--- src/rtl/alu_arbiter.sv ---
// Two-port valid/ready arbiter sharing one combinational ALU, with a registered
// per-port response slot. Define ALU_ARB_RR_EN for round-robin; default is fixed priority.
package alu_arbiter_pkg;

  typedef enum logic [3:0] {
    OP_AND = 4'b0000,
    OP_OR  = 4'b0001,
    OP_ADD = 4'b0010,
    OP_XOR = 4'b0011,
    OP_SUB = 4'b0100,
    OP_NOT = 4'b0101,
    OP_SLL = 4'b0110,
    OP_SRL = 4'b0111,
    OP_SRA = 4'b1000
  } alu_op_e;

  function automatic logic op_legal(input logic [3:0] op);
    return op <= 4'(OP_SRA);
  endfunction

endpackage

module alu_arbiter
  import alu_arbiter_pkg::*;
#(
  parameter int XLEN = 32
) (
  input  logic            clk,
  input  logic            rst_n,

  input  logic            p0_req_valid,
  output logic            p0_req_ready,
  input  logic [3:0]      p0_req_op,
  input  logic [XLEN-1:0] p0_req_a,
  input  logic [XLEN-1:0] p0_req_b,
  output logic            p0_rsp_valid,
  input  logic            p0_rsp_ready,
  output logic [XLEN-1:0] p0_rsp_result,
  output logic            p0_rsp_zero,
  output logic            p0_rsp_err,

  input  logic            p1_req_valid,
  output logic            p1_req_ready,
  input  logic [3:0]      p1_req_op,
  input  logic [XLEN-1:0] p1_req_a,
  input  logic [XLEN-1:0] p1_req_b,
  output logic            p1_rsp_valid,
  input  logic            p1_rsp_ready,
  output logic [XLEN-1:0] p1_rsp_result,
  output logic            p1_rsp_zero,
  output logic            p1_rsp_err,

  output logic [3:0]      alu_op,
  output logic [XLEN-1:0] alu_a,
  output logic [XLEN-1:0] alu_b,
  input  logic [XLEN-1:0] alu_result,
  input  logic            alu_zero
);

  typedef struct packed {
    logic            valid;
    logic [XLEN-1:0] result;
    logic            zero;
    logic            err;
  } slot_t;

  logic [1:0]      req_valid;
  logic [1:0]      rsp_ready;
  logic [3:0]      req_op [2];
  logic [XLEN-1:0] req_a  [2];
  logic [XLEN-1:0] req_b  [2];

  logic [1:0]      eligible;
  logic [1:0]      grant;

  slot_t           slot_q [2];
  slot_t           slot_d [2];
  logic            last_q;
  logic            last_d;

  assign req_valid = {p1_req_valid, p0_req_valid};
  assign rsp_ready = {p1_rsp_ready, p0_rsp_ready};
  assign req_op[0] = p0_req_op;
  assign req_op[1] = p1_req_op;
  assign req_a[0]  = p0_req_a;
  assign req_a[1]  = p1_req_a;
  assign req_b[0]  = p0_req_b;
  assign req_b[1]  = p1_req_b;

  // A full slot that drains on this edge can accept a new result on the same edge.
  always_comb begin
    for (int i = 0; i < 2; i++) begin
      eligible[i] = req_valid[i] && !(slot_q[i].valid && !rsp_ready[i]);
    end
  end

  // NOTE: every output of a combinational block gets a default first, so no path
  // leaves it unassigned and no latch is inferred.
  always_comb begin
    grant = 2'b00;
    // Ready must read 0 while reset is held, even with requests valid.
    if (rst_n) begin
`ifdef ALU_ARB_RR_EN
      if (&eligible) begin
        grant = last_q ? 2'b01 : 2'b10;
      end else begin
        grant = eligible;
      end
`else
      if (eligible[0]) begin
        grant = 2'b01;
      end else if (eligible[1]) begin
        grant = 2'b10;
      end
`endif
    end
  end

  always_comb begin
    alu_op = 4'(OP_AND);
    alu_a  = '0;
    alu_b  = '0;
    if (grant[0]) begin
      alu_op = req_op[0];
      alu_a  = req_a[0];
      alu_b  = req_b[0];
    end else if (grant[1]) begin
      alu_op = req_op[1];
      alu_a  = req_a[1];
      alu_b  = req_b[1];
    end
  end

  always_comb begin
    for (int i = 0; i < 2; i++) begin
      slot_d[i] = slot_q[i];
      if (slot_q[i].valid && rsp_ready[i]) begin
        slot_d[i].valid = 1'b0;
      end
      if (grant[i]) begin
        slot_d[i].valid = 1'b1;
        if (op_legal(req_op[i])) begin
          slot_d[i].result = alu_result;
          slot_d[i].zero   = alu_zero;
          slot_d[i].err    = 1'b0;
        end else begin
          slot_d[i].result = '0;
          slot_d[i].zero   = 1'b1;
          slot_d[i].err    = 1'b1;
        end
      end
    end
  end

  // Tracks the most recent grant; only the round-robin build consults it.
  always_comb begin
    last_d = last_q;
    if (grant[1]) begin
      last_d = 1'b1;
    end else if (grant[0]) begin
      last_d = 1'b0;
    end
  end

  // NOTE: state flops use non-blocking assignments so every flop samples the
  // pre-edge values regardless of statement order.
  always_ff @(posedge clk or negedge rst_n) begin
    if (!rst_n) begin
      for (int i = 0; i < 2; i++) begin
        slot_q[i] <= '0;
      end
      last_q <= 1'b1;
    end else begin
      for (int i = 0; i < 2; i++) begin
        slot_q[i] <= slot_d[i];
      end
      last_q <= last_d;
    end
  end

  assign p0_req_ready  = grant[0];
  assign p1_req_ready  = grant[1];

  assign p0_rsp_valid  = slot_q[0].valid;
  assign p0_rsp_result = slot_q[0].result;
  assign p0_rsp_zero   = slot_q[0].zero;
  assign p0_rsp_err    = slot_q[0].err;

  assign p1_rsp_valid  = slot_q[1].valid;
  assign p1_rsp_result = slot_q[1].result;
  assign p1_rsp_zero   = slot_q[1].zero;
  assign p1_rsp_err    = slot_q[1].err;

endmodule

--- config.mk ---
export PLATFORM = sky130hd
export DESIGN_NAME = alu_arbiter
export DESIGN_NICKNAME = d
export VERILOG_FILES = /design/src/rtl/alu_arbiter.sv
export SDC_FILE = /design/constraint.sdc
export NUM_CORES = 1
export LEC_CHECK = 0
export BUFFER_PORTS_ARGS = -buffer_cell sky130_fd_sc_hd__buf_2
export CAP_MARGIN = 20
export CORE_AREA = 2 2 122 124
export CTS_BUF_LIST = sky130_fd_sc_hd__clkbuf_4 sky130_fd_sc_hd__clkbuf_8
export CTS_CLUSTER_SIZE = 40
export DETAILED_ROUTE_END_ITERATION = 16
export DIE_AREA = 0 0 124 126
export HOLD_SLACK_MARGIN = 0.12
export PLACE_DENSITY = 0.57
export SYNTH_ARGS = -nofsm -noshare
export SYNTH_HDL_FRONTEND = slang
export SYNTH_SLANG_ARGS = --single-unit
--- constraint.sdc ---
create_clock -name clk -period 2.5 [get_ports clk]
set_input_delay 0.375 -clock clk [delete_from_list [all_inputs] [get_ports clk]]
set_output_delay 0.375 -clock clk [all_outputs]
set_load 0.02 [all_outputs]
==> flow_summary.json, run 1 <==
{
  "syn_area_per_cell_um2": 10.2,
  "path_class": "flop to primary output",
  "async_flop_share_pct": 100,
  "crit_arrival_ns": 1.98,
  "postSynthCellCount": 386,
  "placed_area_um2": 5680,
  "power_mw": 3.83,
  "routedWlPerCell_um": 19.9,
  "tightest_slew_ns": 0.695,
  "slowest_delay_ns": 0.39,
  "yosysSeqAreaShare_pct": 44.7,
  "drive_gt1_share_pct": 50.5,
  "antenna_found_initial": 10,
  "viasPerCell": 4.81,
  "nets": 861,
  "end_kind": "primary output",
  "fin_crit_sh_pct": 94.0,
  "route.antenna.remaining_nets": 0,
  "hp-start": "alu_result[6]",
  "rows": 44,
  "area_growth_pct": 51.8,
  "synthTopCellsByCount": "dfrtp_1 (70), a32o_1 (68), nand2_1 (67), inv_1 (66), mux2i_1 (66)",
  "finalSetupViolations": 0,
  "outcome": "finished clean",
  "placed_cells": 856,
  "clk_pin_slew_ns": 0.09,
  "rsz0062_at_grt": "no",
  "yosysTopAreaCell": "dfrtp_1",
  "synth-seq-cells": 70,
  "grt_usage_pct": 22.1,
  "first_global_vias": 4189,
  "drcViolationCount": 0,
  "finClkSkew_ns": 0.0128,
  "cts_tree": "built",
  "reg2reg_to": "p1_rsp_result[17]",
  "syn-num-nets": 561,
  "crit_buf_inv": 3,
  "period_needed_ns": 2.35,
  "setup_slack_ns": 0.150,
  "ioPinCount": 315,
  "ys.flop_type": "dfrtp_1",
  "hold_slack_ns": 0.262,
  "holdPathEnd": "p1_rsp_result[6]",
  "die_h_um": 126,
  "die-area_um2": 15600,
  "yosys.cell_count.top_type": "dfrtp_1",
  "insertion_delay_ns": 0.35,
  "power_density_nw_per_um2": 644,
  "use_met2_pct": 35.7,
  "post-dp-hpwl_um": 14000,
  "final_cells": 884,
  "globalRouteMet1Util_pct": 26.7,
  "slowest_stage": "dfrtp_1",
  "fmax_mhz": 426,
  "synth_edf_count": 0,
  "finish.utilization_pct": 41.6,
  "grt_first_pass_wirelength_um": 25000,
  "ir_drop_uv": 284,
  "finalHoldViolations": 0,
  "grt-busiest-layer": "met2",
  "cts_max_level": 3,
  "wl_um": 17600,
  "totalNegativeSetupSlack_ns": 0,
  "netlist-cell-type-count": 17,
  "min_path_type": "input port to flop",
  "via_count": 4251,
  "crit_family": "buffers and inverters",
  "core_area_um2": 14300,
  "yosysWarnings": 0,
  "crit_fanout": 44,
  "pre_cts_ws_ns": 0.417,
  "cts_resized": 0,
  "gr-total-overflow": 0,
  "cp-start-kind": "flop",
  "place.port_buffers": 314,
  "rr_startpoint": "p1_rsp_valid",
  "rr_worst_depth": 5,
  "finish.instance_area_um2": 5950,
  "ys_top_cells_by_area": "dfrtp_1 (45%), a32o_1 (17%), mux2i_1 (17%)",
  "grt_max_degree": 73,
  "critPathMostFrequentCell": "buf_12",
  "holdPathStages": 3,
  "gp_congestion": 0.918,
  "grt_use_met3_pct": 7.61,
  "clkSinkCount": 70,
  "start_util_pct": 27.4,
  "numCtsBuffers": 9,
  "synth_top_area_share_pct": 44.7,
  "drv_slew": 0,
  "r2r_slack_ns": 0.86,
  "clk_path_buf_depth": 2,
  "slew_headroom_pct": 53.5,
  "first_iter_violations": 258,
  "die_w_um": 124,
  "p_leak_nw": 3.22,
  "worstPathCellList": "nor2b_1 -> a211oi_4 -> buf_12 -> buf_12 -> a32o_1 -> buf_2",
  "drv_cap": 0,
  "netlist_area_um2": 3920,
  "required_ns": 2.12,
  "root_buffer": "clkbuf_8",
  "firstDrtPassIters": 4
}
-- worst max-delay path by stage --
stage               cells after the start    startpoint  slack (ns)        end
detailed placement                      7  p0_rsp_ready        0.42  alu_a[20]
floorplan                               5  p1_rsp_valid        0.65   alu_a[0]
finish                                  6  p1_rsp_valid        0.15  alu_b[22]
CTS                                     6  p1_rsp_valid        0.14  alu_a[20]
global route                            6  p1_rsp_valid        0.03  alu_a[26]
global placement                        7  p0_rsp_ready        0.45   alu_a[0]
-- tightest hold or removal path: stages --
cell     delay, ns
buf_2         0.10
nand2_1       0.05
mux2i_1       0.06
-- registers in the layout, summed over array words and instances (netlist names) --
name           count
p1_rsp_err         1
p0_rsp_valid       1
p1_rsp_zero        1
p1_rsp_valid       1
p0_rsp_err         1
p1_rsp_result     32
p0_rsp_result     32
p0_rsp_zero        1
-- routing by layer --
metal | routed length, um | up-vias
li1 | - | 1962
met5 | 32 | -
met2 | 8490 | 216
met1 | 7160 | 2047
met4 | 354 | 4
met3 | 1560 | 22
-- power by group --
part / internal (mW) / leakage, nW / total [mW] / switching (mW)
Combinational: 0.534 / 2.24 / 1.42 / 0.882
Clock: 0.464 / 0.0996 / 0.939 / 0.475
Sequential: 1.36 / 0.876 / 1.48 / 0.122
Total: 2.35 / 3.22 / 3.83 / 1.48
-- cell families (layout without fill, tap and decap cells) --
family | Yosys count | after routing | synth area share, %
buf+inv | 103 | 408 | 11.8
simple gates | 74 | 74 | 7.72
compound gates | 71 | 71 | 18.3
flops | 70 | 70 | 44.7
mux | 68 | 68 | 17.4
other cells | 0 | 9 | 0
-- layout make-up --
class,instances,area (um^2)
well taps,184,230
diodes,9,22.5
inverters,66,248
fillers,1462,8360
multi-input cells,213,1740
flip-flops and latches,70,1750
clock buffers,9,124
clock inverters,7,73.8
repair buffers,326,1760
-- repair_timing --
item                      4_1_cts  5_1_grt
hold buffers                    2        0
buffers inserted                0        0
hold endpoints to repair       24        0
-- layout by cell type, fill, tap and decap left out, types with 4 or more instances in the layout --
master / n
buf_2: 313
dfrtp_1: 70
a32o_1: 68
nand2_1: 67
inv_1: 66
mux2i_1: 66
diode_2: 9
clkbuf_8: 9
buf_12: 6
buf_4: 4
Note: power is estimated with default switching activity, not from simulation.
==> inputs of run 2 (changes only) <==
--- a/config.mk
+++ b/config.mk
@@ -7,13 +7,13 @@
 export LEC_CHECK = 0
 export BUFFER_PORTS_ARGS = -buffer_cell sky130_fd_sc_hd__buf_2
 export CAP_MARGIN = 20
-export CORE_AREA = 2 2 122 124
+export CORE_AREA = 2 2 123 125
 export CTS_BUF_LIST = sky130_fd_sc_hd__clkbuf_4 sky130_fd_sc_hd__clkbuf_8
 export CTS_CLUSTER_SIZE = 40
 export DETAILED_ROUTE_END_ITERATION = 16
-export DIE_AREA = 0 0 124 126
+export DIE_AREA = 0 0 125 127
 export HOLD_SLACK_MARGIN = 0.12
-export PLACE_DENSITY = 0.57
+export PLACE_DENSITY = 0.56
 export SYNTH_ARGS = -nofsm -noshare
 export SYNTH_HDL_FRONTEND = slang
 export SYNTH_SLANG_ARGS = --single-unit
==> run 2 against run 1 <==
Effect of this change: hold slack got worse by 0.15 ns; sequential power is essentially flat; non-clock buffer count rose by 1; setup slack improved by 0.0076 ns; clock skew fell by 0.0012 ns; highest routed layer is now met4.
==> flow_summary.json, run 2 (same netlist as run 1, synthesis figures left out) <==
{
  "core_area_um2": 14400,
  "rows": 44,
  "cts_max_level": 3,
  "crit_start": "p1_rsp_valid",
  "rr_worst_depth": 5,
  "pre_cts_ws_ns": 0.440,
  "slowest_delay_ns": 0.40,
  "die-area_um2": 15900,
  "area_growth_pct": 49.6,
  "ioPinCount": 315,
  "grt_usage_pct": 22.2,
  "reg2reg_to": "p1_rsp_zero",
  "finClkSkew_ns": 0.0116,
  "fillers": 1521,
  "finalSetupViolations": 0,
  "layout_common_cells": "buf_2 (313), dfrtp_1 (70), a32o_1 (68), nand2_1 (67)",
  "totalNegativeSetupSlack_ns": 0,
  "period_needed_ns": 2.34,
  "r2r_slack_ns": 0.57,
  "fin_crit_sh_pct": 93.7,
  "clk_path_buf_depth": 2,
  "crit_fanout": 73,
  "via_count": 4214,
  "start_util_pct": 27.2,
  "cts_tree": "built",
  "placed_cells": 859,
  "setup_slack_ns": 0.158,
  "p_leak_nw": 3.19,
  "gr-total-overflow": 0,
  "tightest_slew_ns": 0.571,
  "place.port_buffers": 314,
  "first_iter_violations": 227,
  "drv_cap": 0,
  "rsz0062_at_grt": "no",
  "layout_commonest_cell": "buf_2",
  "viasPerCell": 4.79,
  "firstDrtPassIters": 6,
  "route.antenna.remaining_nets": 0,
  "root_buffer": "clkbuf_8",
  "grt_max_degree": 117,
  "routedWlPerCell_um": 20.8,
  "cp-start-kind": "flop",
  "finish.instance_area_um2": 5870,
  "numCtsBuffers": 9,
  "final_cells": 879,
  "clk_pin_slew_ns": 0.08,
  "crit_end": "alu_op[3]",
  "wl_um": 18300,
  "fmax_mhz": 427,
  "min_path_type": "input port to asynchronous set/reset pin",
  "die_h_um": 127,
  "crit_arrival_ns": 1.97,
  "slowest_stage": "dfrtp_1",
  "worstPathCellList": "nor2b_1 -> a211oi_4 -> buf_12 -> a32o_1 -> buf_2",
  "drive_gt1_share_pct": 50.7,
  "ir_drop_uv": 238,
  "rr_startpoint": "p1_rsp_valid",
  "drv_slew": 0,
  "first_global_vias": 4150,
  "power_density_nw_per_um2": 637,
  "antenna_found_initial": 3,
  "end_kind": "primary output",
  "path_class": "flop to primary output",
  "die_w_um": 125,
  "outcome": "finished clean",
  "grt_first_pass_wirelength_um": 26500,
  "post-dp-hpwl_um": 14900,
  "slew_headroom_pct": 61.9,
  "required_ns": 2.12,
  "drcViolationCount": 0,
  "clkSinkCount": 70,
  "insertion_delay_ns": 0.35,
  "cts_resized": 0,
  "gp_congestion": 0.966,
  "placed_area_um2": 5670,
  "nets": 862,
  "finalHoldViolations": 0
}
run 2: stage by stage:
stage / hold slack [ns] / power [mW] / utilization [%]
after floorplan: 0.0794 / 2.30 / -
after global placement: 0.405 / 2.90 / 39.3
after detailed placement: 0.404 / 2.93 / 39.3
after CTS: 0.149 / 3.79 / 40.6
after global routing: 0.142 / 3.95 / 40.6
final: 0.113 / 3.74 / 40.7
run 2: critical path: cells and delay by family, from the launching register on:
family          cells  cell delay (ns)
simple gates        1             0.17
compound gates      2             0.49
flops               1             0.40
buf+inv             2             0.49
run 2: layer usage:
layer / part of all wire (%) / track usage (%) / up-vias
met5: 0 / 0 / -
met4: 2.2 / 6.27 / 0
met3: 7.4 / 5.32 / 19
met2: 50 / 38.6 / 222
met1: 40 / 27.8 / 2020
li1: - / - / 1953
run 2: how the worst min path moves through the flow:
stage / start / to / slack (ns)
final: rst_n / p1_rsp_result[0] / 0.11
after global routing: rst_n / p0_rsp_result[3] / 0.14
after CTS: rst_n / p1_rsp_result[5] / 0.15
after detailed placement: rst_n / p0_rsp_zero / 0.40
after global placement: rst_n / p0_rsp_zero / 0.41
after floorplan: rst_n / p0_rsp_err / 0.08
run 2: layout make-up:
class                   count  area [um^2]  share of cell area [%]
flip-flops and latches     70         1750                    29.9
multi-input cells         213         1740                    29.6
repair buffers            327         1710                    29.2
inverters                  66          248                    4.22
well taps                 184          230                    3.92
clock buffers              11          145                    2.47
clock inverters             5         33.8                   0.576
diodes                      3         7.51                   0.128
run 2: timing repair:
item / in CTS / in global routing
hold endpoints to repair: 6 / 0
setup buffers: 0 / 0
hold buffers: 1 / 0
run 2: power breakdown:
part / internal (mW) / switching, mW
logic: 0.526 / 0.892
clock network: 0.398 / 0.443
registers: 1.36 / 0.119
total: 2.28 / 1.45
==> inputs of run 3 (changes only) <==
--- a/config.mk
+++ b/config.mk
@@ -7,13 +7,13 @@
 export LEC_CHECK = 0
 export BUFFER_PORTS_ARGS = -buffer_cell sky130_fd_sc_hd__buf_2
 export CAP_MARGIN = 20
-export CORE_AREA = 2 2 123 125
+export CORE_AREA = 5 5 119 121
 export CTS_BUF_LIST = sky130_fd_sc_hd__clkbuf_4 sky130_fd_sc_hd__clkbuf_8
 export CTS_CLUSTER_SIZE = 40
 export DETAILED_ROUTE_END_ITERATION = 16
-export DIE_AREA = 0 0 125 127
+export DIE_AREA = 0 0 124 126
 export HOLD_SLACK_MARGIN = 0.12
-export PLACE_DENSITY = 0.56
+export PLACE_DENSITY = 0.62
 export SYNTH_ARGS = -nofsm -noshare
 export SYNTH_HDL_FRONTEND = slang
 export SYNTH_SLANG_ARGS = --single-unit
==> run 3 against run 2 <==
Effect of this change: first-iteration DRC count increased by 28%; setup slack worse by 0.032 ns; clock power is 24% higher; global-route usage increased by 0.57 points; register-to-register slack gained 0.05 ns; count of clock-buffer cells in the layout increased by 1.
==> flow_summary.json, run 3 (same netlist as run 1, synthesis figures left out) <==
{
  "cp-start-kind": "input port",
  "gp_congestion": 1.01,
  "rsz0062_at_grt": "no",
  "totalNegativeSetupSlack_ns": 0,
  "hp-start": "alu_result[2]",
  "area_growth_pct": 51.0,
  "firstDrtPassIters": 5,
  "required_ns": 2.12,
  "crit_arrival_ns": 2.00,
  "crit_fanout": 81,
  "r2r_slack_ns": 0.62,
  "root_buffer": "clkbuf_8",
  "route.antenna.remaining_nets": 0,
  "holdPathEnd": "p1_rsp_result[2]",
  "fillers": 1272,
  "place.port_buffers": 314,
  "gr-total-overflow": 0,
  "first_global_vias": 4401,
  "reg2reg_to": "p1_rsp_result[19]",
  "die_w_um": 124,
  "antenna_found_initial": 3,
  "grt_usage_pct": 22.8,
  "tightest_slew_ns": 0.506,
  "ir_drop_uv": 258,
  "die_h_um": 126,
  "rr_worst_depth": 5,
  "viasPerCell": 4.90,
  "clkSinkCount": 70,
  "rr_startpoint": "p1_rsp_valid",
  "post-dp-hpwl_um": 14800,
  "rows": 42,
  "start_util_pct": 30.2,
  "numCtsBuffers": 9,
  "nets": 862,
  "grt_max_degree": 82,
  "fin_crit_sh_pct": 95.0,
  "drv_cap": 0,
  "grt_first_pass_wirelength_um": 26700,
  "cts_tree": "built",
  "insertion_delay_ns": 0.34,
  "finClkSkew_ns": 0.00814,
  "cts_max_level": 3,
  "clk_pin_slew_ns": 0.08,
  "path_class": "input port to primary output",
  "fmax_mhz": 421,
  "holdPathStages": 3,
  "finalHoldViolations": 0,
  "via_count": 4257,
  "period_needed_ns": 2.37,
  "drcViolationCount": 0,
  "power_mw": 3.94,
  "min_path_type": "input port to flop",
  "drive_gt1_share_pct": 50.7,
  "core_area_um2": 13000,
  "power_density_nw_per_um2": 666,
  "layout_commonest_cell": "buf_2",
  "cts_resized": 0,
  "routedWlPerCell_um": 20.7,
  "wl_um": 18000,
  "finalSetupViolations": 0,
  "first_iter_violations": 291,
  "ioPinCount": 315,
  "layout_common_cells": "buf_2 (313), dfrtp_1 (70), a32o_1 (68), nand2_1 (67)",
  "p_leak_nw": 3.23,
  "slew_headroom_pct": 66.3,
  "die-area_um2": 15600,
  "clk_path_buf_depth": 2,
  "end_kind": "primary output",
  "outcome": "finished clean",
  "drv_slew": 0
}
run 3: area by class of cell:
class	count	area (um^2)	area share, %
Tap cell	176	220	3.72
Timing Repair Buffer	327	1740	29.3
Inverter	66	248	4.19
Clock buffer	12	153	2.58
Sequential cell	70	1750	29.6
Clock inverter	4	70.1	1.18
Multi-Input combinational cell	213	1740	29.4
Antenna cell	1	2.50	0.0423
run 3: how the worst max path moves through the flow:
stage	from	end
floorplan	p1_rsp_valid	alu_a[0]
global placement	p0_rsp_ready	alu_op[0]
detailed placement	p0_rsp_ready	alu_op[0]
CTS	p1_rsp_valid	alu_op[0]
global route	rst_n	p0_req_ready
finish	rst_n	p0_req_ready
run 3: what timing repair did:
item	CTS	global route
hold buffers	2	0
setup buffers	0	0
hold endpoints to repair	26	0
run 3: through the flow:
stage	util [%]	hold WS (ns)	worst slack, ns	std cells	cell area, um^2
final	45.6	0.272	0.125	869	5920
after global routing	45.6	0.255	0.0415	869	5920
after CTS	45.6	0.253	0.106	868	5920
after detailed placement	43.6	0.488	0.385	850	5660
after global placement	43.6	0.485	0.379	850	5660
after floorplan	-	0.0794	0.648	386	3920
run 3: routing by layer:
layer	share of wire [%]	GRT usage, %	vias to the layer above
li1	-	-	1948
met1	41	29.8	2076
met2	49	37.9	206
met3	7.2	4.80	27
met4	2.7	6.77	0
met5	0	0	-
run 3: critical path, stage by stage:
cell	delay, ns
buf_4	0.10
dlygate4sd3_1	0.60
buf_12	0.30
nand2_1	0.17
nor2b_4	0.20
buf_2	0.21
run 3: report_power, final:
part	total [mW]	internal (mW)	leakage, nW	switching [mW]
combinational	1.42	0.530	2.24	0.891
clock	1.04	0.609	0.117	0.429
sequential	1.48	1.36	0.876	0.127
